## config.mk

```make
export PLATFORM = sky130hd
export DESIGN_NAME = ts_tx_fifo
export DESIGN_NICKNAME = d
export VERILOG_FILES = /design/src/rtl/ts_tx_fifo_pkg.sv /design/src/rtl/ts_sym_pacer.sv /design/src/rtl/ts_tx_fifo.sv
export SDC_FILE = /design/constraint.sdc
export NUM_CORES = 1
export LEC_CHECK = 0
export CAP_MARGIN = 20
export CORE_MARGIN = 2
export CORE_UTILIZATION = 49
export CTS_CLUSTER_DIAMETER = 100
export DETAILED_ROUTE_END_ITERATION = 8
export PLACE_DENSITY = 0.65
export SKIP_CTS_REPAIR_TIMING = 1
export SYNTH_ARGS = -nofsm -noshare
export SYNTH_HDL_FRONTEND = slang
export SYNTH_SLANG_ARGS = --single-unit
```

## constraint.sdc

```tcl
create_clock -name clk -period 8.1 [get_ports clk]
set_input_delay 1.215 -clock clk [delete_from_list [all_inputs] [get_ports clk]]
set_output_delay 1.215 -clock clk [all_outputs]
set_load 0.05 [all_outputs]
```

## src/rtl/ts_tx_fifo_pkg.sv

```systemverilog
// Shared constants and serializer state encoding for the TS transmit FIFO.
package ts_tx_fifo_pkg;
  localparam int TS_SYMS = 16;
  localparam int SYM_W = 8;
  localparam int TS_W = TS_SYMS * SYM_W;
  localparam int IDX_W = $clog2(TS_SYMS);
  localparam logic [SYM_W-1:0] SYM_COM = 8'hBC;
  localparam int GEN1_DIV_DEF = 4;
  localparam int GEN2_DIV_DEF = 2;

  typedef enum logic [1:0] {
    ST_IDLE = 2'd0,
    ST_LOAD = 2'd1,
    ST_SEND = 2'd2
  } ser_state_e;
endpackage

```

## src/rtl/ts_sym_pacer.sv

```systemverilog
// Symbol pacing: per-symbol down-counter plus symbol index within the TS.
module ts_sym_pacer
  import ts_tx_fifo_pkg::*;
#(
  parameter int GEN1_DIV = GEN1_DIV_DEF,
  parameter int GEN2_DIV = GEN2_DIV_DEF
) (
  input  logic clk,
  input  logic rst,
  input  logic load_i,
  input  logic run_i,
  input  logic spd_i,
  output logic strobe_o,
  output logic adv_o,
  output logic first_o,
  output logic last_o
);
  localparam int PW = $clog2((GEN1_DIV > GEN2_DIV) ? GEN1_DIV : GEN2_DIV);
  localparam logic [PW-1:0] TC1 = PW'(GEN1_DIV - 1);
  localparam logic [PW-1:0] TC2 = PW'(GEN2_DIV - 1);

  logic             spd_q, spd_d;
  logic [PW-1:0]    cnt_q, cnt_d;
  logic [IDX_W-1:0] idx_q, idx_d;
  logic [PW-1:0]    tc;

  assign tc = spd_q ? TC2 : TC1;

  // Counter reloads to DIV-1 at the start of each symbol period; strobe on reload value, advance at zero.
  always_comb begin
    spd_d = spd_q;
    cnt_d = cnt_q;
    idx_d = idx_q;
    if (load_i) begin
      spd_d = spd_i;
      cnt_d = spd_i ? TC2 : TC1;
      idx_d = '0;
    end else if (run_i) begin
      if (cnt_q == '0) begin
        cnt_d = tc;
        idx_d = idx_q + IDX_W'(1);
      end else begin
        cnt_d = cnt_q - PW'(1);
      end
    end
  end

  always_ff @(posedge clk or posedge rst) begin
    if (rst) begin
      spd_q <= 1'b0;
      cnt_q <= '0;
      idx_q <= '0;
    end else begin
      spd_q <= spd_d;
      cnt_q <= cnt_d;
      idx_q <= idx_d;
    end
  end

  assign strobe_o = run_i && (cnt_q == tc);
  assign adv_o    = run_i && (cnt_q == '0);
  assign first_o  = (idx_q == '0);
  assign last_o   = (idx_q == IDX_W'(TS_SYMS - 1));
endmodule

```

## src/rtl/ts_tx_fifo.sv

```systemverilog
// TS transmit FIFO and symbol serializer; TS_TX_STATS_EN adds tx_ts_cnt/tx_drop_cnt counters.
module ts_tx_fifo
  import ts_tx_fifo_pkg::*;
#(
  parameter int DEPTH    = 4,
  parameter int AW       = 2,
  parameter int GEN1_DIV = GEN1_DIV_DEF,
  parameter int GEN2_DIV = GEN2_DIV_DEF
) (
  input  logic            clk,
  input  logic            rst,
  input  logic            ts_valid,
  input  logic [TS_W-1:0] ts,
  input  logic            speed,
  output logic            ts_tx_fifo_full,
  output logic [7:0]      tx_sym,
  output logic            tx_sym_valid,
  output logic            tx_sym_k,
  output logic            tx_ts_done,
  output logic            tx_idle,
  output logic            tx_overflow
`ifdef TS_TX_STATS_EN
  ,
  output logic [15:0]     tx_ts_cnt,
  output logic [15:0]     tx_drop_cnt
`endif
);
  logic [TS_W-1:0] mem_q [DEPTH];
  logic [AW-1:0]   wr_ptr_q, rd_ptr_q;
  logic [AW:0]     count_q, count_d;
  logic            full_q, ovf_q;
  ser_state_e      state_q, state_d;
  logic [TS_W-1:0] shift_q, shift_d;
  logic [7:0]      sym_q, sym_d;
  logic            sym_valid_q, sym_k_q, sym_k_d, done_q, done_d, idle_q, idle_d;
  logic            push, drop, pop;
  logic            strobe, adv, first, last;

  assign push = ts_valid && !full_q;
  assign drop = ts_valid && full_q;
  assign pop  = (state_q == ST_LOAD);

  ts_sym_pacer #(.GEN1_DIV(GEN1_DIV), .GEN2_DIV(GEN2_DIV)) u_pacer (
    .clk      (clk),
    .rst      (rst),
    .load_i   (pop),
    .run_i    (state_q == ST_SEND),
    .spd_i    (speed),
    .strobe_o (strobe),
    .adv_o    (adv),
    .first_o  (first),
    .last_o   (last)
  );

  always_ff @(posedge clk) begin
    if (push) mem_q[wr_ptr_q] <= ts;
  end

  always_comb begin
    count_d = count_q;
    case ({push, pop})
      2'b10:   count_d = count_q + (AW+1)'(1);
      2'b01:   count_d = count_q - (AW+1)'(1);
      default: count_d = count_q;
    endcase
  end

  always_comb begin
    state_d = state_q;
    shift_d = shift_q;
    case (state_q)
      ST_IDLE: if (count_q != '0) state_d = ST_LOAD;
      ST_LOAD: begin
        shift_d = mem_q[rd_ptr_q];
        state_d = ST_SEND;
      end
      ST_SEND: begin
        if (adv) shift_d = {8'h00, shift_q[TS_W-1:8]};
        if (adv && last) state_d = (count_q != '0) ? ST_LOAD : ST_IDLE;
      end
      default: state_d = ST_IDLE;
    endcase
  end

  // Output stage is registered, so it lags the pacer strobe by one clock.
  always_comb begin
    sym_d   = strobe ? shift_q[7:0] : sym_q;
    sym_k_d = strobe && first && (shift_q[7:0] == SYM_COM);
    done_d  = strobe && last;
    idle_d  = (count_d == '0) && (state_d == ST_IDLE);
  end

  always_ff @(posedge clk or posedge rst) begin
    if (rst) begin
      wr_ptr_q    <= '0;
      rd_ptr_q    <= '0;
      count_q     <= '0;
      full_q      <= 1'b0;
      ovf_q       <= 1'b0;
      state_q     <= ST_IDLE;
      shift_q     <= '0;
      sym_q       <= '0;
      sym_valid_q <= 1'b0;
      sym_k_q     <= 1'b0;
      done_q      <= 1'b0;
      idle_q      <= 1'b1;
    end else begin
      if (push) wr_ptr_q <= wr_ptr_q + AW'(1);
      if (pop)  rd_ptr_q <= rd_ptr_q + AW'(1);
      count_q     <= count_d;
      full_q      <= (count_d == (AW+1)'(DEPTH));
      if (drop) ovf_q <= 1'b1;
      state_q     <= state_d;
      shift_q     <= shift_d;
      sym_q       <= sym_d;
      sym_valid_q <= strobe;
      sym_k_q     <= sym_k_d;
      done_q      <= done_d;
      idle_q      <= idle_d;
    end
  end

  assign ts_tx_fifo_full = full_q;
  assign tx_sym          = sym_q;
  assign tx_sym_valid    = sym_valid_q;
  assign tx_sym_k        = sym_k_q;
  assign tx_ts_done      = done_q;
  assign tx_idle         = idle_q;
  assign tx_overflow     = ovf_q;

`ifdef TS_TX_STATS_EN
  logic [15:0] ts_cnt_q, drop_cnt_q;

  always_ff @(posedge clk or posedge rst) begin
    if (rst) begin
      ts_cnt_q   <= '0;
      drop_cnt_q <= '0;
    end else begin
      if (done_d && ts_cnt_q != 16'hFFFF)  ts_cnt_q   <= ts_cnt_q + 16'd1;
      if (drop && drop_cnt_q != 16'hFFFF) drop_cnt_q <= drop_cnt_q + 16'd1;
    end
  end

  assign tx_ts_cnt   = ts_cnt_q;
  assign tx_drop_cnt = drop_cnt_q;
`endif
endmodule

```

Yosys cells after proc, flatten, opt, wreduce, memory -nomap -nowiden
Memory sizes are Yosys's and may differ from the RTL's.
Index checks and enable logic that the tools add are counted.
{"block": "totals", "ram_bits": 512, "out_inout_bits": 14, "n_memories": 1, "word_cells": 68, "input_bits": 132, "register_bits": 158}
{"name": "mem_q", "depth": 4, "width": 128, "rd": 1, "rd_ports_with_merged_regs": 0, "write_ports": 1, "line": "ts_tx_fifo.sv:28", "source": "logic [TS_W-1:0] mem_q [DEPTH];"}
{"block": "classes", "n_eq_ne": 9, "addsub": 6, "n_mux": 17, "reduce_logical": 20}
{"cell": "case mux 128 bit (2 select lines)", "n": 1}
{"cell": "two-way mux 128 bit", "n": 1}
{"cell": "two-way mux 2 bit", "n": 7}
{"cell": "two-way mux 4 bit", "n": 3}
{"cell": "logical AND 1 bit", "n": 9}
{"cell": "== test 8 bit, second input constant", "n": 1}
{"cell": "zero test 2 bit", "n": 3}
{"cell": "case mux 2 bit (3 select lines)", "n": 1}
{"cell": "case mux 3 bit (2 select lines)", "n": 1}
{"cell": "adder 2 x 1 -> 2 bit, second input constant", "n": 2}
{"cell": "adder 4 x 1 -> 4 bit, second input constant", "n": 1}
{"cell": "== test 2 x 1 -> 1 bit, second input constant", "n": 2}
{"cell": "== test 2 bit, second input constant", "n": 2}
{"cell": "== test 4 bit, second input constant", "n": 1}
{"cell": "zero test 4 bit", "n": 1}
{"cell": "AND reduction 2 bit", "n": 2}
{"cell": "nonzero test 2 bit", "n": 2}
{"cell": "adder 3 x 1 -> 3 bit, second input constant", "n": 1}
{"cell": "== test 3 bit, second input constant", "n": 1}
{"cell": "zero test 3 bit", "n": 1}
{"cell": "two-way mux 1 bit", "n": 3}
{"cell": "nonzero test 3 bit", "n": 1}
{"cell": "subtractor 3 x 1 -> 3 bit, second input constant", "n": 1}
{"cell": "== test 2 bit", "n": 1}
{"cell": "3 further kinds", "n": 3}

Longest topological paths before layout
Gate-level depths: netlist (run 1).
{"block": "depth", "ltp_word": 7, "mapped_depth": 10, "ltp_nobuf": 9}

Hierarchy
A second synthesis (run 1) with hierarchy kept.
{"block": "unflattened", "cells_unflattened": 1503, "area_unflattened_um2": 26864.5}
{"module": "ts_tx_fifo", "cells_each": 1467, "area_each_um2": 26469.1, "seq_area_each_um2": 19154.6, "instances": 1}
{"module": "ts_sym_pacer", "cells_each": 36, "area_each_um2": 395.4, "seq_area_each_um2": 175.2, "instances": 1}

Worst setup path after synthesis (run 1)
No wires, ideal clock.
{"block": "synth_path", "kind": "input-to-reg", "from": "input port ts_valid", "to": "memory mem_q[0][0] in the netlist's numbering (enable)", "arrival_ns": 4.533, "required_ns": 7.598, "path_slack_ns": 3.064, "setup_ns": 0.502, "n_path_buf": 1, "cell_stages": 3, "cell_sequence": "nor2b_1 > clkbuf_1 > and2_1"}
{"block": "synth_via", "elab_chain_cells": 3}
{"element": "start: declaration", "line": "ts_tx_fifo.sv:12", "source": "input logic ts_valid,"}
{"element": "logical AND 1 bit", "line": "ts_tx_fifo.sv:39", "source": "assign push = ts_valid && !full_q;"}
{"element": "two-way mux 1 bit", "line": "ts_tx_fifo.sv:56", "source": "if (push) mem_q[wr_ptr_q] <= ts;"}
{"element": "two-way mux 1 bit (implied by the code)", "line": "ts_tx_fifo.sv:56"}
{"element": "end: declaration", "line": "ts_tx_fifo.sv:28"}
Every way passes these cells.

Worst setup path in the final report (run 1)
{"block": "layout_path", "from": "input port ts_valid", "to": "memory mem_q[0][24] in the netlist's numbering (enable)"}
The elaborated chain is that of the path after synthesis.

==> results.md, run 1 <==
- Status: completed
- Reg power frac: 43.9%
- Post-layout net count: approximately 1800
- RSZ-0062 raised after global routing: false
- Syn Nets: 1660
- Chip height: around 230 um
- Starting DRT DRC Count: around 1000
- Final Hold Fails: 0
- Post-Place Cells: 2270
- Vias in the first global route: 14156
- Register bit count reported by yosys: 670
- CTS root buf: clkbuf_16
- Pwr dens: just under 400 nW/um2
- Met1 usage: roughly 28%
- Final setup margin: between 4 and 5 ns
- Slew HR: a little under a third
- EDFF count, synth: 512
- Distinct cells, synth: 40
- Switching Fraction: 31.6%
- Grt met2 use: 31.9%
- Area share of the largest cell type after synthesis: about three fifths
- Fin crit share: 43.7%
- Count leader, synth: edfxtp_1
- Crit path max fanout: 52
- DRC violations left: 0
- Max-Cap Viols: 0
- Worst EP arrival: 3.76 ns
- Worst-path clk slew: ~0.06 ns
- Critical path required time: 8.33 ns
- Port bufs: 145
- Clock buffer count from CTS: 69
- Crit. End Element: flop
- Clock sink count: between 600 and 700
- Initial antenna violation count: 2
- Internal Power: slightly above 8 mW
- Ys flop type: edfxtp_1
- Layout area overhead: 16.8%
- Syn_area_per_cell: 17.2 um2
- Via density per instance: between 5 and 6
- Storage cell area: 19300 um2
- Die Footprint: 55000 um2
- CP max stage delay: 0.78 ns
- Critical-path top delay cell: and2_4
- Hold Worst Slack: 0.456 ns
- Fill cells: roughly 4000
- IO Count: 146
- # setup viols final: 0
- CP cell instances: clkdlybuf4s50_1 > nor2b_1 > and2_4 > buf_4
- Clk pwr share: 27.3%
- Global route overflow: 0
- RePlAce Congestion: ~0.74
- TNS Setup: 0 ns
- FMAX: 283 MHz
- Width of the chip: approximately 230 um
- Slew Viols, Final: 0
- Largest net degree at the start of global routing: 90
- Cell row count: 84
- Final Non-Filler Cells: 2398
- Final worst path period need: 3.54 ns
- Dominant cell type by area after synthesis: edfxtp_1
- Remaining antenna violation count: 0
- Gate power share: 28.8%
- First-pass GRT wire length: 84.2 mm
- Clock latency on the worst-skew pair: about 0.60 ns
- Placed inst area: about 28000 um2
- Post-synthesis sequential area ratio: 74.2%
- Critical setup path kind: in -> reg
- Post-Syn Instances: ~1500
- Slew @ Worst Pin: 1.05 ns
- CTS tree: built
- Yosys warning total: 0
- M3 GR Usage: roughly 4.1%
- GRT Max-Usage Layer: met2
- Core area: 52600 um2
- Ys async rst share: 23.6%
- Overall routed net length: between 50 and 60 mm
- Final Power: between 10 and 15 mW
- Pre-CTS WS: 3.94 ns
- Drt pass-1 iters: 5
- GR Util All Layers: 19.8%
- Worst VDD drop: 0.259 mV
- Finished Cell Area: 30400 um2
- Starting density of the core: between 40% and 50%
- Final core occ: 57.9%
- List of most frequent post-synthesis cells: 512 x edfxtp_1, 157 x dfrtp_1, 156 x nand2_1
- Top cells by area, synth: edfxtp_1 59%, dfrtp_1 15%, mux4_2 11%
- Post-DP HPWL: 32.0 mm
- Worst min-delay path category: reg -> reg
- Lkg Pwr: 10.4 nW
- H-tree levels: 3
- WL/cell: 22.4 um
- Clk_skew: 0.0186 ns
- Worst Setup Start Kind: primary input
- Multi-input gate area: 6280 um2
- Mapped Area: 26100 um2
- Via count: 13671
- Layout cells sized above 1: 15.8%
- Bufs on Longest Clock Path: 3
- NetSw: between 3 and 4 mW
## metal layers
metal	share of wire, %	wire length, um
met1	44	23500
met2	49	26500
met3	5.6	2990
met4	1.4	778
met5	0.041	22
## flip-flops by register name (all words and copies together), names as in the netlist
name	cells
rd_ptr_q	2
state_q	2
tx_sym_valid	1
count_q	3
tx_sym_k	1
tx_idle	1
tx_sym	8
u_pacer.spd_q	1
tx_ts_done	1
wr_ptr_q	2
tx_overflow	1
u_pacer.cnt_q	2
mem_q	512
shift_q	128
ts_tx_fifo_full	1
u_pacer.idx_q	4
## placed cells by master (no fill, tap or decap), drive strengths merged, types with 5 or more instances in the layout
cell type | synthesis | final
edfxtp | 512 | 512
nand2 | 157 | 157
dfrtp | 157 | 157
clkdlybuf4s50 | 0 | 145
mux4 | 128 | 128
nor2 | 114 | 114
clkbuf | 51 | 97
nor2b | 71 | 71
a31oi | 68 | 68
a211oi | 67 | 67
o22ai | 58 | 58
buf | 47 | 19
inv | 13 | 18
clkinv | 0 | 12
ha | 11 | 11
nand3 | 10 | 10
mux2 | 9 | 9
bufinv | 0 | 9
and2 | 5 | 5
## final timing paths
check                             from            to  slack [ns]  cells past startpoint
min in group asynchronous          rst   shift_q[75]        1.20                      2
max reg2reg                 state_q[0]   shift_q[21]        4.58                      7
max in group asynchronous          rst   rd_ptr_q[1]        5.37                      3
min reg2reg                tx_overflow   tx_overflow        0.46                      1
max                           ts_valid  mem_q[0][24]        4.56                      4
min                        tx_overflow   tx_overflow        0.46                      1
## power by group through the flow
stage,Clock [mW],Combinational (mW),Sequential [mW]
after CTS,3.28,3.47,5.18
after floorplan,0,2.62,5.11
after detailed placement,0,3.46,5.24
after global placement,0,3.39,5.19
final,3.22,3.40,5.17
after global routing,3.41,3.76,5.27
## worst max-delay path, delay by kind of cell
family        cells  cell delay, ns
buf+inv           2            1.19
simple gates      2            1.26
## cell type report
class | count | area share (%)
repair buffers | 164 | 5.24
inverters | 13 | 0.177
diodes | 1 | 0.00822
clock inverters | 30 | 1.30
flip-flops and latches | 670 | 63.5
clock buffers | 97 | 6.29
well taps | 688 | 2.83
multi-input cells | 735 | 20.6
## logic make-up after synthesis
family,count (synthesis),synth area share (%)
fa+ha+maj,12,0.605
mux,138,11.5
simple gates,375,6.40
buf+inv,111,1.91
compound gates,203,5.18
flops,670,74.2
xor+xnor,7,0.235
(Power assumes the default switching activity.)
==> run 2, diff against run 1 <==
- clock period: 8.1 -> 3.4 ns (I/O delays scaled with it)
==> run 2 against run 1 <==
Core utilization grew 0.69 points. Total power grew 140%. Sequential share of layout area is 0.75 points lower. Critical path depth is 4 higher. First-iteration DRC count increased by 6.1%. Cell area is 1.2% higher. Setup slack got worse by 3.6 ns. Critical path type is now reg -> reg. Largest power group unchanged.
==> results.md, run 2 (same netlist as run 1, synthesis figures left out) <==
- Worst Setup Start Kind: flop
- Clock latency on the worst-skew pair: 0.61 ns (about the same)
- Slew Viols, Final: 0 (unchanged)
- Largest net degree at the start of global routing: 95 (+5.6%)
- Post-Place Cells: 2284 (+0.62%)
- CP max stage delay: 0.49 ns (-0.29 ns)
- Overall routed net length: 53.8 mm (+0.14%)
- Chip height: 235 um (unchanged)
- Grt met2 use: 30.4% (-1.5 points)
- Met1 usage: 28.5% (+0.68 points)
- Final worst path period need: around 2.5 ns
- Clk_skew: 0.0203 ns (+0.00176 ns)
- Worst-path clk slew: 0.06 ns (about the same)
- Slew HR: 51.3% (+21 points)
- RSZ-0062 raised after global routing: false
- Critical path required time: 3.91 ns (-4.42 ns)
- Port bufs: 145 (unchanged)
- TNS Setup: 0 ns (unchanged)
- CP cell instances: inv_1 > ha_4 > ha_1 > inv_1 > fa_1 > o21ai_0 > or2_2 > nor4_1
- First-pass GRT wire length: 83.6 mm (-0.71%)
- DRC violations left: 0 (unchanged)
- Global route overflow: 0 (unchanged)
- FMAX: approximately 400 MHz
- H-tree levels: 3 (unchanged)
- GRT Max-Usage Layer: met2
- Final Power: 28.4 mW (+140%)
- # setup viols final: 0 (unchanged)
- Worst min-delay path category: in -> async
- Crit. End Element: flop
- IO Count: 146 (unchanged)
- Layout area overhead: 18.2%
- Final Hold Fails: 0 (unchanged)
- Max-Cap Viols: 0 (unchanged)
- WL/cell: 22.3 um (-0.65%)
- Die Footprint: 55000 um2 (unchanged)
- Max reg flops: 512 (unchanged)
- Fin crit share: approximately three quarters
- Drt pass-1 iters: 5 (unchanged)
- Slew @ Worst Pin: 0.731 ns (-0.314 ns)
- Post-DP HPWL: 31.9 mm (-0.23%)
- Initial antenna violation count: 5 (+3)
- Lkg Pwr: 10.5 nW (+1.5%)
- Most common cell after layout, fill and taps aside: edfxtp_1
- Width of the chip: 235 um (unchanged)
- Clock sink count: 670 (unchanged)
- Via density per instance: 5.75 (+0.80%)
- CTS tree: built
- RePlAce Congestion: 0.775 (+4.7%)
- Bufs on Longest Clock Path: 3 (unchanged)
- CP most frequent cell: inv_1
- Final Non-Filler Cells: 2417 (+0.79%)
- Cell row count: 84 (unchanged)
- M3 GR Usage: 3.95% (-0.16 points)
- Most frequent cells in the layout: 512 x edfxtp_1, 156 x nand2_1, 155 x dfrtp_1
- Critical setup path kind: reg -> reg
- Post-layout net count: 1812 (+0.83%)
- Starting DRT DRC Count: 1088 (+6.1%)
- Starting density of the core: 49.6% (unchanged)
- Core area: 52600 um2 (unchanged)
- Largest Register: mem_q
- Remaining antenna violation count: 0 (unchanged)
- Vias in the first global route: 13972 (-1.3%)
- CTS root buf: clkbuf_16
- Layout cells sized above 1: 16.6% (+0.78 points)
- GR Util All Layers: 19.7% (-0.11 points)
- Worst VDD drop: 0.463 mV (+79%)
- Via count: 13890 (+1.6%)
- Status: completed
- Worst EP arrival: 2.99 ns (-0.77 ns)
- Critical-path top delay cell: fa_1
- Pwr dens: 922 nW/um2 (+140%)
- Final core occ: 58.6% (+0.69 points)
- Crit path max fanout: 27 (-48%)
- Clock buffer count from CTS: 70 (+1.4%)
run 2: final cells by class:
cell class                      instances  area, um2
Multi-Input combinational cell        735       6280
Tap cell                              688        861
Sequential cell                       670      19300
Clock inverter                         26        340
Inverter                               13       52.6
Fill cell                            3945      21700
Clock buffer                          103       1990
Timing Repair Buffer                  178       1940
Antenna cell                            4       10.0
run 2: worst max-delay path: cells and delay by family (launching register included):
kind | cells | cell delay (ns)
buffers and inverters | 2 | 0.21
AO/OA/AOI/OAI | 1 | 0.12
flip-flops | 1 | 0.44
adder cells (fa/ha/maj) | 3 | 1.09
AND/OR/NAND/NOR | 2 | 0.51
run 2: per-layer routing:
metal  vias up  wire length (um)  part of all wire [%]
met3        90              3110                   5.8
met2       371             25900                    48
met1      7213             23600                    44
li1       6212                 -                     -
met5         -                25                 0.046
met4         4              1150                   2.1
run 2: where the power goes:
group	internal [mW]	switching, mW
Sequential	11.1	1.17
Clock	4.55	3.11
Combinational	3.73	4.78
run 2: path summary, 6_finish.rpt:
| kind | startpoint | to | slack, ns | cells past startpoint |
|---|---|---|---|---|
| worst max-delay path | state_q[1] | tx_idle | 0.91 | 8 |
| worst min-delay path | rst | tx_overflow | 0.16 | 2 |
| worst max register to register | state_q[1] | tx_idle | 0.91 | 8 |
| worst min register to register | tx_overflow | tx_overflow | 0.46 | 1 |
| max in group asynchronous | rst | shift_q[38] | 2.49 | 3 |
| min in group clk | tx_overflow | tx_overflow | 0.46 | 1 |
run 2: metrics by stage:
step | cell area [um2] | hold WS, ns | setup WS [ns]
finish | 30800 | 0.157 | 0.915
global route | 30800 | 0.141 | 0.784
CTS | 30800 | 0.131 | 0.892
detailed placement | 28500 | 0.451 | 0.607
global placement | 28500 | 0.443 | 0.674
floorplan | 26100 | 0.459 | 0.387
==> run 3, diff against run 2 <==
- clock period: 3.4 -> 2.3 ns (I/O delays scaled with it)
==> run 3 against run 2 <==
Hold slack worse by 0.10 ns. Flip-flop and latch count is the same. Via count hardly changed. Wire length fell by 0.93%. Total power increased by 49%. Non-clock buffer count is 26 higher. Sequential share of layout area is 0.72 points lower. Sequential power rose by 47%. Clock power increased by 45%. Count of clock-buffer cells in the layout shrank 14.
==> results.md, run 3 (same netlist as run 1, synthesis figures left out) <==
- Slew @ Worst Pin: 0.643 ns (-0.0880 ns)
- Clk_skew: 0.0298 ns (+0.00943 ns)
- Critical path required time: 1.96 ns (-1.95 ns)
- H-tree levels: 3 (unchanged)
- Grt met2 use: 31.3% (+0.88 points)
- Most common cell after layout, fill and taps aside: edfxtp_1
- Post-DP HPWL: 33.0 mm (+3.6%)
- Cell row count: 84 (unchanged)
- Crit path max fanout: 2 (-93%)
- Most frequent cells in the layout: 512 x edfxtp_1, 156 x nand2_1, 155 x dfrtp_1
- Crit path from: tx_sym[7]
- Bufs on Longest Clock Path: 3 (unchanged)
- Worst min-delay path category: in -> async
- GR Util All Layers: 19.8% (+0.10 points)
- Top delay family on crit path: buffers and inverters
- Critical-path top delay cell: clkdlybuf4s50_1
- CP max stage delay: 0.84 ns (+0.35 ns)
- Starting density of the core: 49.6% (unchanged)
- Largest Register: mem_q
- RSZ-0062 raised after global routing: false
- Slew Viols, Final: 0 (unchanged)
- Reg-to-Reg Start: state_q[0]
- Chip height: 235 um (unchanged)
- Starting DRT DRC Count: 1108 (+1.8%)
- DRC violations left: 0 (unchanged)
- # setup viols final: 0 (unchanged)
- Fin crit share: 97.4%
- Via count: 13891 (+0.0072%)
- Final core occ: 59.3% (+0.68 points)
- First-pass GRT wire length: 84.3 mm (+0.88%)
- CP cell instances: clkdlybuf4s50_1
- Layout area overhead: 19.6%
- Drt pass-1 iters: 5 (unchanged)
- Final worst path period need: 2.24 ns
- Pre-CTS WS: -0.267 ns (-0.874 ns)
- ANT cells: 0 (-4)
- Clock sink count: 670 (unchanged)
- Width of the chip: 235 um (unchanged)
- Reg2reg end: tx_idle
- Critical setup path kind: reg -> out
- WL/cell: 21.9 um (-1.7%)
- Max reg flops: 512 (unchanged)
- Largest net degree at the start of global routing: 137 (+44%)
- Pwr dens: 1360 nW/um2 (+47%)
- Final Hold Fails: 0 (unchanged)
- RePlAce Congestion: 0.789 (+1.8%)
- Crit. End Element: primary output
- Clock buffer count from CTS: 69 (-1.4%)
- Lkg Pwr: 10.7 nW (+1.7%)
- M3 GR Usage: 3.18% (-0.76 points)
- Overall routed net length: 53.3 mm (-0.93%)
- GRT Max-Usage Layer: met2
- Final Power: 42.3 mW (+49%)
- CTS root buf: clkbuf_16
- Slew HR: 57.0% (+5.7 points)
- Worst EP arrival: 1.89 ns (-1.10 ns)
- FMAX: approximately 450 MHz
- Die Footprint: 55000 um2 (unchanged)
- Met1 usage: 28.6% (+0.041 points)
- Worst-path clk slew: 0.06 ns (about the same)
- Worst Setup Start Kind: flop
- Status: completed
- Post-layout net count: 1837 (+1.4%)
- Final setup margin: 0.0600 ns (-0.855 ns)
- Port bufs: 145 (unchanged)
- Max-Cap Viols: 0 (unchanged)
- Reg2Reg Depth: 8 (unchanged)
- Global route overflow: 0 (unchanged)
- CTS tree: built
- Clock latency on the worst-skew pair: 0.61 ns (about the same)
- IO Count: 146 (unchanged)
- Core area: 52600 um2 (unchanged)
- Remaining antenna violation count: 0 (unchanged)
- Hold Worst Slack: 0.0530 ns (-0.104 ns)
- Layout cells sized above 1: 17.8% (+1.3 points)
- FF-to-FF setup slack: 0.22 ns (-0.69 ns)
- Initial antenna violation count: 2 (-3)
- Vias in the first global route: 14463 (+3.5%)
- Buf+Inv Stages, Crit Path: 1 (-1)
- Worst VDD drop: 0.785 mV (+70%)
- Via density per instance: 5.70 (-0.81%)
run 3: layout make-up:
| class | instances | area [um2] |
|---|---|---|
| Sequential cell | 670 | 19300 |
| Clock buffer | 89 | 1840 |
| Fill cell | 3906 | 21400 |
| Tap cell | 688 | 861 |
| Clock inverter | 38 | 407 |
| Inverter | 13 | 52.6 |
| Timing Repair Buffer | 204 | 2370 |
| Multi-Input combinational cell | 735 | 6280 |
run 3: power by group:
group	internal [mW]	leakage (nW)	switching, mW
Clock	6.60	1.09	4.49
Combinational	5.97	3.11	7.35
Sequential	16.4	6.50	1.54
Total	28.9	10.7	13.4
run 3: routing by layer:
layer / up-vias / part of all wire (%)
li1: 6251 / -
met1: 7231 / 44
met2: 327 / 49
met3: 78 / 4.5
met4: 4 / 2.2
met5: - / 0.058
run 3: worst max path at each step:
stage                        to  slack (ns)  cells after the start
floorplan           mem_q[0][0]       -0.08                      3
global placement        tx_idle       -0.12                      9
detailed placement      tx_idle       -0.27                      9
CTS                     tx_idle       -0.04                      1
global route          tx_sym[7]       0.007                      1
finish                tx_sym[7]        0.06                      1
run 3: per-stage QoR:
| step | std cells | instance area [um2] | setup TNS [ns] |
|---|---|---|---|
| 2_1_floorplan | 1516 | 26100 | -46.28 |
| 3_3_place_gp | 2310 | 28900 | -0.579 |
| 3_5_place_dp | 2310 | 28900 | -0.470 |
| 4_1_cts | 2437 | 31100 | -0.0449 |
| 5_1_grt | 2437 | 31200 | 0 |
| 6_report | 2437 | 31200 | 0 |
==> patch 1, RTL diff (settings of run 3) <==
Encoding of `ser_state_e`: now one-hot (3 bits for 3 states).
--- a/src/rtl/ts_tx_fifo_pkg.sv
+++ b/src/rtl/ts_tx_fifo_pkg.sv
@@ -10,6 +10,6 @@
 
-  typedef enum logic [1:0] {
-    ST_IDLE = 2'd0,
-    ST_LOAD = 2'd1,
-    ST_SEND = 2'd2
+  typedef enum logic [2:0] {
+    ST_IDLE = 3'b001,
+    ST_LOAD = 3'b010,
+    ST_SEND = 3'b100
   } ser_state_e;
Formal check against the unedited RTL: no difference found for any inputs over 10 cycles, from zero or initial values and one cycle with rst high; not proved beyond that.
==> patch 1 against run 3 <==
- cell area fell by 2.5%
- critical path type unchanged
- critical path depth is the same
- setup slack gained 0.0082 ns
- non-clock buffer count is 14 lower
- sequential share of layout area increased by 1.7 points
- total power down 7.6%
- critical endpoint is now tx_idle
- sequential cell count grew 1
- first-iteration DRC count shrank 24%
- synthesized area is 2.2% lower
- combinational power is 20% lower
- clock power down 4%
- routed wire length down 6.8%
==> patch 1: results (changes against run 3) <==
Setup path
  – R2R depth: 9 (+1)
  – Worst setup path startpoint: tx_idle$_DFF_PP1_
  – Reg2reg end: ts_tx_fifo_full$_DFF_PP0_
  – Slowest-stage cell, CP: clkdlybuf4s50_1
  – Max incr delay on CP: 0.79 ns (-0.05 ns)
  – Crit path max fanout: 1 (-1)
  – CP Data Arrival Time: 1.89 ns (about the same)
  – R2R Path Start: state_q[1]$_DFF_PP0_
  – Setup crit end: tx_idle
  – CP top delay family: buffers and inverters
  – Reg2reg setup slack: 0.08 ns (-0.14 ns)

Timing
  – Clock Skews: 0.0211 ns (-0.00864 ns)
  – Slew @ Worst Pin: 0.503 ns (-0.140 ns)

CTS
  – Clk buf depth: 3 (unchanged)
  – Clock transition at path regs: 0.06 ns (about the same)
  – Clock insertion delay at the later pin of the skew report: 0.59 ns (-0.02 ns)
  – Clock buffer count from CTS: 70 (+1.4%)
  – Htree depth: 3 (unchanged)
  – Root Buffer: clkbuf_16

Worst hold path
  – Hold WC Path Type: input pin to async pin

Place
  – Final RePlAce weighted congestion: 0.750 (-5.0%)
  – PortBufs: 145 (unchanged)
  – HPWL after detailed placement: 30,300 um (-8.4%)
  – Cell Area, Placed: 28,200 um^2 (-2.5%)

Drt
  – Top Metal Used: met5
  – Vias per cell: 5.48 (-3.9%)
  – Initial DRC count: 847 (-24%)
  – Met3 WL: 2700 um (+12%)
  – M1 WL: 21,900 um (-6.4%)
  – Final WL: 49,700 um (-6.8%)
  – Met2 WL post-DR: 24,100 um (-8.2%)
  – Pre-Repair DR Iteration Count: 5 (unchanged)

Yosys
  – Largest cells by area after synthesis: edfxtp_1 (60%), dfrtp_1 (15%), mux4_2 (11%)
  – Mapped Nets: 1,633 (-1.6%)
  – Post-synth ARST share: 0.237 (+0.00114)
  – Post-synth top cells: edfxtp_1 (512), nand2_1 (274), dfrtp_1 (157), mux4_2 (128), nor2_1 (128)
  – Ys Warns: 0 (unchanged)
  – Seq/Total Area, Yosys: 0.759 (+0.0175)
  – Synth unique cells: 37 (-7.5%)

Power
  – Peak supply drop: 0.648 mV (-17%)
  – P_leak: 10.5 nW (-1.6%)

Global route
  – Routing usage on met2: 0.307 (-0.00575)
  – Global-route wire length before repair: 78,100 um (-7.4%)
  – Vias in the first global route: 13,700 (-5.4%)
  – Total track usage: 0.192 (-0.00655)
  – Met1 GRT Util: 0.270 (-0.0151)
  – Initial antenna violation count: 2 (unchanged)
  – Largest net degree at the start of global routing: 99 (-28%)
  – M3 GR Usage: 0.0367 (+0.00488)

Finish
  – Layout Nets: 1,807 (-1.6%)
  – Share of cells above drive strength 1: 0.168 (-0.0107)
  – Largest Register: mem_q

Status
  – Outcome: completed
-- patch 1: cell types whose count changed in the layout (fill, tap and decap cells not counted), moves of 6 or more --
cell	delta
buf_12	-7
nand3_1	-6
nand2_1	+117
clkbuf_1	+6
nor2b_1	-69
a211oi_1	-66
buf_4	-7
o21ai_0	+9
o22ai_1	-58
a31oi_1	+52
nor2_1	+15
-- patch 1: kinds of logic (layout without fill, tap and decap cells) --
logic type,after synthesis,count (layout),synth area share
AOI/OAI and AO/OA,141,141,0.0342
xor gates and xnor gates,11,11,0.00378
adders and majority gates,8,8,0.00422
buffers and inverters,102,332,0.0179
DFF,671,671,0.759
muxes,133,133,0.115
other,0,1,0
and+or+nand+nor,427,427,0.0653
-- patch 1: area by class of cell --
type,instances,area (um^2)
clock inverters,30,258
fillers,3841,21000
clock buffers,98,1930
flip-flops and latches,671,19400
well taps,680,851
diodes,1,2.50
repair buffers,190,2180
inverters,14,68.8
multi-input cells,720,5730
-- patch 1: through the flow --
| stage | setup TNS [ns] | setup WS (ns) | hold WS (ns) | cells |
|---|---|---|---|---|
| finish | 0 | 0.0682 | 0.0726 | 2404 |
| global route | 0 | 0.00485 | 0.0904 | 2403 |
| CTS | 0 | 0.0160 | 0.0393 | 2402 |
| detailed placement | -0.0200 | -0.0200 | 0.445 | 2274 |
| global placement | 0 | 0.0156 | 0.442 | 2274 |
| floorplan | -48.45 | -0.0766 | 0.432 | 1493 |
-- patch 1: report_power, final --
group          total [W]  internal, W  switching (W)
Combinational     0.0107      0.00492        0.00582
Clock             0.0107      0.00633        0.00440
Sequential        0.0176       0.0163        0.00134
Total             0.0391       0.0275         0.0116
==> patch 2, RTL diff (settings of run 3) <==
Made on the original files. Set the package constant `GEN1_DIV_DEF` to 8 (it was 4).
--- a/src/rtl/ts_tx_fifo_pkg.sv
+++ b/src/rtl/ts_tx_fifo_pkg.sv
@@ -7,3 +7,3 @@
   localparam logic [SYM_W-1:0] SYM_COM = 8'hBC;
-  localparam int GEN1_DIV_DEF = 4;
+  localparam int GEN1_DIV_DEF = 8;
   localparam int GEN2_DIV_DEF = 2;
Check against the original RTL: not equivalent (Yosys sat finds a counterexample within 10 cycles, from zero or initial values and one cycle with rst high).
==> patch 2 against run 3 <==
- maximum frequency increased by 2.1%
- final cell count decreased by 0.45%
- cell area about the same
- first-iteration DRC count increased by 11%
- count of clock-buffer cells in the layout increased by 16
- setup slack improved by 0.046 ns
- total power decreased by 3.4%
- clock skew decreased by 0.0037 ns
- sequential cell count increased by 1
- clock power decreased by 4%
- sequential share of layout area increased by 0.073 points
- synthesized area increased by 0.70%
- routed wire length increased by 2.9%
- largest cell class unchanged
- largest power group unchanged
- highest routed layer unchanged
==> patch 2: results (changes against run 3) <==
Status
  – Outcome: completed

Global route
  – Global-route wire length before repair: 85,400 um (+1.2%)
  – Initial antenna violation count: 3 (+1)
  – Total track usage: 0.202 (+0.00379)
  – Vias in the first global route: 14,400 (-0.34%)
  – Largest net degree at the start of global routing: 78 (-43%)

Timing
  – Clock Skews: 0.0260 ns (-0.00371 ns)
  – Slew @ Worst Pin: 0.788 ns (+0.145 ns)

Worst hold path
  – Hold WC Path Type: input pin to async pin

Setup path
  – Crit path max fanout: 6 (+4)
  – CP top delay family: adder cells
  – Max incr delay on CP: 0.48 ns (-0.36 ns)
  – CP Data Arrival Time: 2.69 ns (+0.80 ns)
  – Slowest-stage cell, CP: fa_1

Finish
  – Layout Nets: 1,826 (-0.60%)
  – Largest register FFs: 512 (unchanged)
  – Share of cells above drive strength 1: 0.181 (+0.00306)
  – Fill count: 3,979 (+1.9%)
  – Largest Register: mem_q

Yosys
  – Post-synthesis mux area share: 0.118 (+0.00268)
  – Compound-gate portion of the synthesized area: 0.0618 (+0.0100)
  – Largest cells by area after synthesis: edfxtp_1 (59%), dfrtp_1 (15%), mux4_2 (11%)
  – Ys Warns: 0 (unchanged)
  – Seq/Total Area, Yosys: 0.738 (-0.00421)
  – Post-synth top cells: edfxtp_1 (512), nand2_1 (305), dfrtp_1 (158), mux4_2 (128), a22oi_1 (61)
  – Adder-cell share of the synthesized area: 0.00696 (+0.000911)
  – Synth unique cells: 50 (+25%)
  – Synth Area in XOR/XNOR: 0.00200 (-0.000350)
  – Post-synth top flop: edfxtp_1
  – Post-synth ARST share: 0.237 (+0.00114)
  – Mapped Nets: 1,642 (-1.1%)

Drt
  – DR WL/cell: 22.6 um (+3.4%)
  – Vias per cell: 5.68 (-0.40%)
  – Initial DRC count: 1,227 (+11%)
  – Pre-Repair DR Iteration Count: 6 (+1)

Place
  – HPWL after detailed placement: 33,300 um (+0.94%)
  – Cell Area, Placed: 28,900 um^2 (about the same)
  – Final RePlAce weighted congestion: 0.780 (-1.2%)

Power
  – Peak supply drop: 0.768 mV (-2.1%)
  – P_leak: 11.2 nW (+4.8%)

CTS
  – Clock insertion delay at the later pin of the skew report: ~0.60 ns
  – Clock transition at path regs: 0.06 ns (about the same)
  – Clock buffer count from CTS: 70 (+1.4%)
## patch 2: area by class of cell
type	instances	area (um^2)	share of cell area
flip-flops and latches	671	19400	0.621
multi-input cells	724	6430	0.206
repair buffers	199	2250	0.0722
clock buffers	105	2020	0.0647
well taps	688	861	0.0276
clock inverters	23	179	0.00574
inverters	14	56.3	0.00181
diodes	2	5.00	0.000161
## patch 2: report_power, final
| part | internal [W] | switching, W |
|---|---|---|
| Sequential | 0.0163 | 0.00154 |
| Clock | 0.00629 | 0.00445 |
| Combinational | 0.00581 | 0.00646 |
## patch 2: cells by family after synthesis
family	Yosys count
simple gates	353
fa+ha+maj	14
xor+xnor	6
flops	671
mux	146
compound gates	204
buf+inv	102
## patch 2: worst reg2reg max path: cells and delay by family (launching register included)
family / cells / cell delay [ns]
adders and majority gates: 3 / 0.97
DFF: 1 / 0.44
AOI/OAI and AO/OA: 1 / 0.11
and+or+nand+nor: 2 / 0.52
buffers and inverters: 1 / 0.06
## patch 2: per-stage QoR
step / hold WS (ns) / util / instances / setup WS, ns
5_1_grt: 0.0215 / 0.591 / 2425 / -0.00978
4_1_cts: 0.00728 / 0.590 / 2423 / -0.0203
3_3_place_gp: 0.467 / 0.548 / 2295 / -0.126
6_report: 0.0397 / 0.591 / 2426 / 0.106
3_5_place_dp: 0.470 / 0.548 / 2295 / -0.160
2_1_floorplan: 0.444 / - / 1496 / -0.0766
## patch 2: worst paths after layout
check / start / endpoint / slack, ns / cells after the start
setup / recovery: state_q[0]$_DFF_PP0_ / tx_idle$_DFF_PP1_ / 0.11 / 7
hold / removal: rst / state_q[1]$_DFF_PP0_ / 0.04 / 2
setup reg to reg: state_q[0]$_DFF_PP0_ / tx_idle$_DFF_PP1_ / 0.11 / 7
hold reg to reg: tx_overflow$_DFFE_PP0P_ / tx_overflow$_DFFE_PP0P_ / 0.49 / 1
max in group asynchronous: rst / shift_q[71]$_DFFE_PP0P_ / 1.41 / 3
min in group clk: ts[32] / mem_q[0][32]$_DFFE_PP_ / 0.38 / 1
## patch 2: metal layers
layer  vias up  part of all wire  track usage
li1       6209                 -            -
met1      7145              0.43        0.280
met2       343              0.50        0.334
met3        74             0.050       0.0335
met4         2             0.019       0.0594
met5         -           0.00022            0
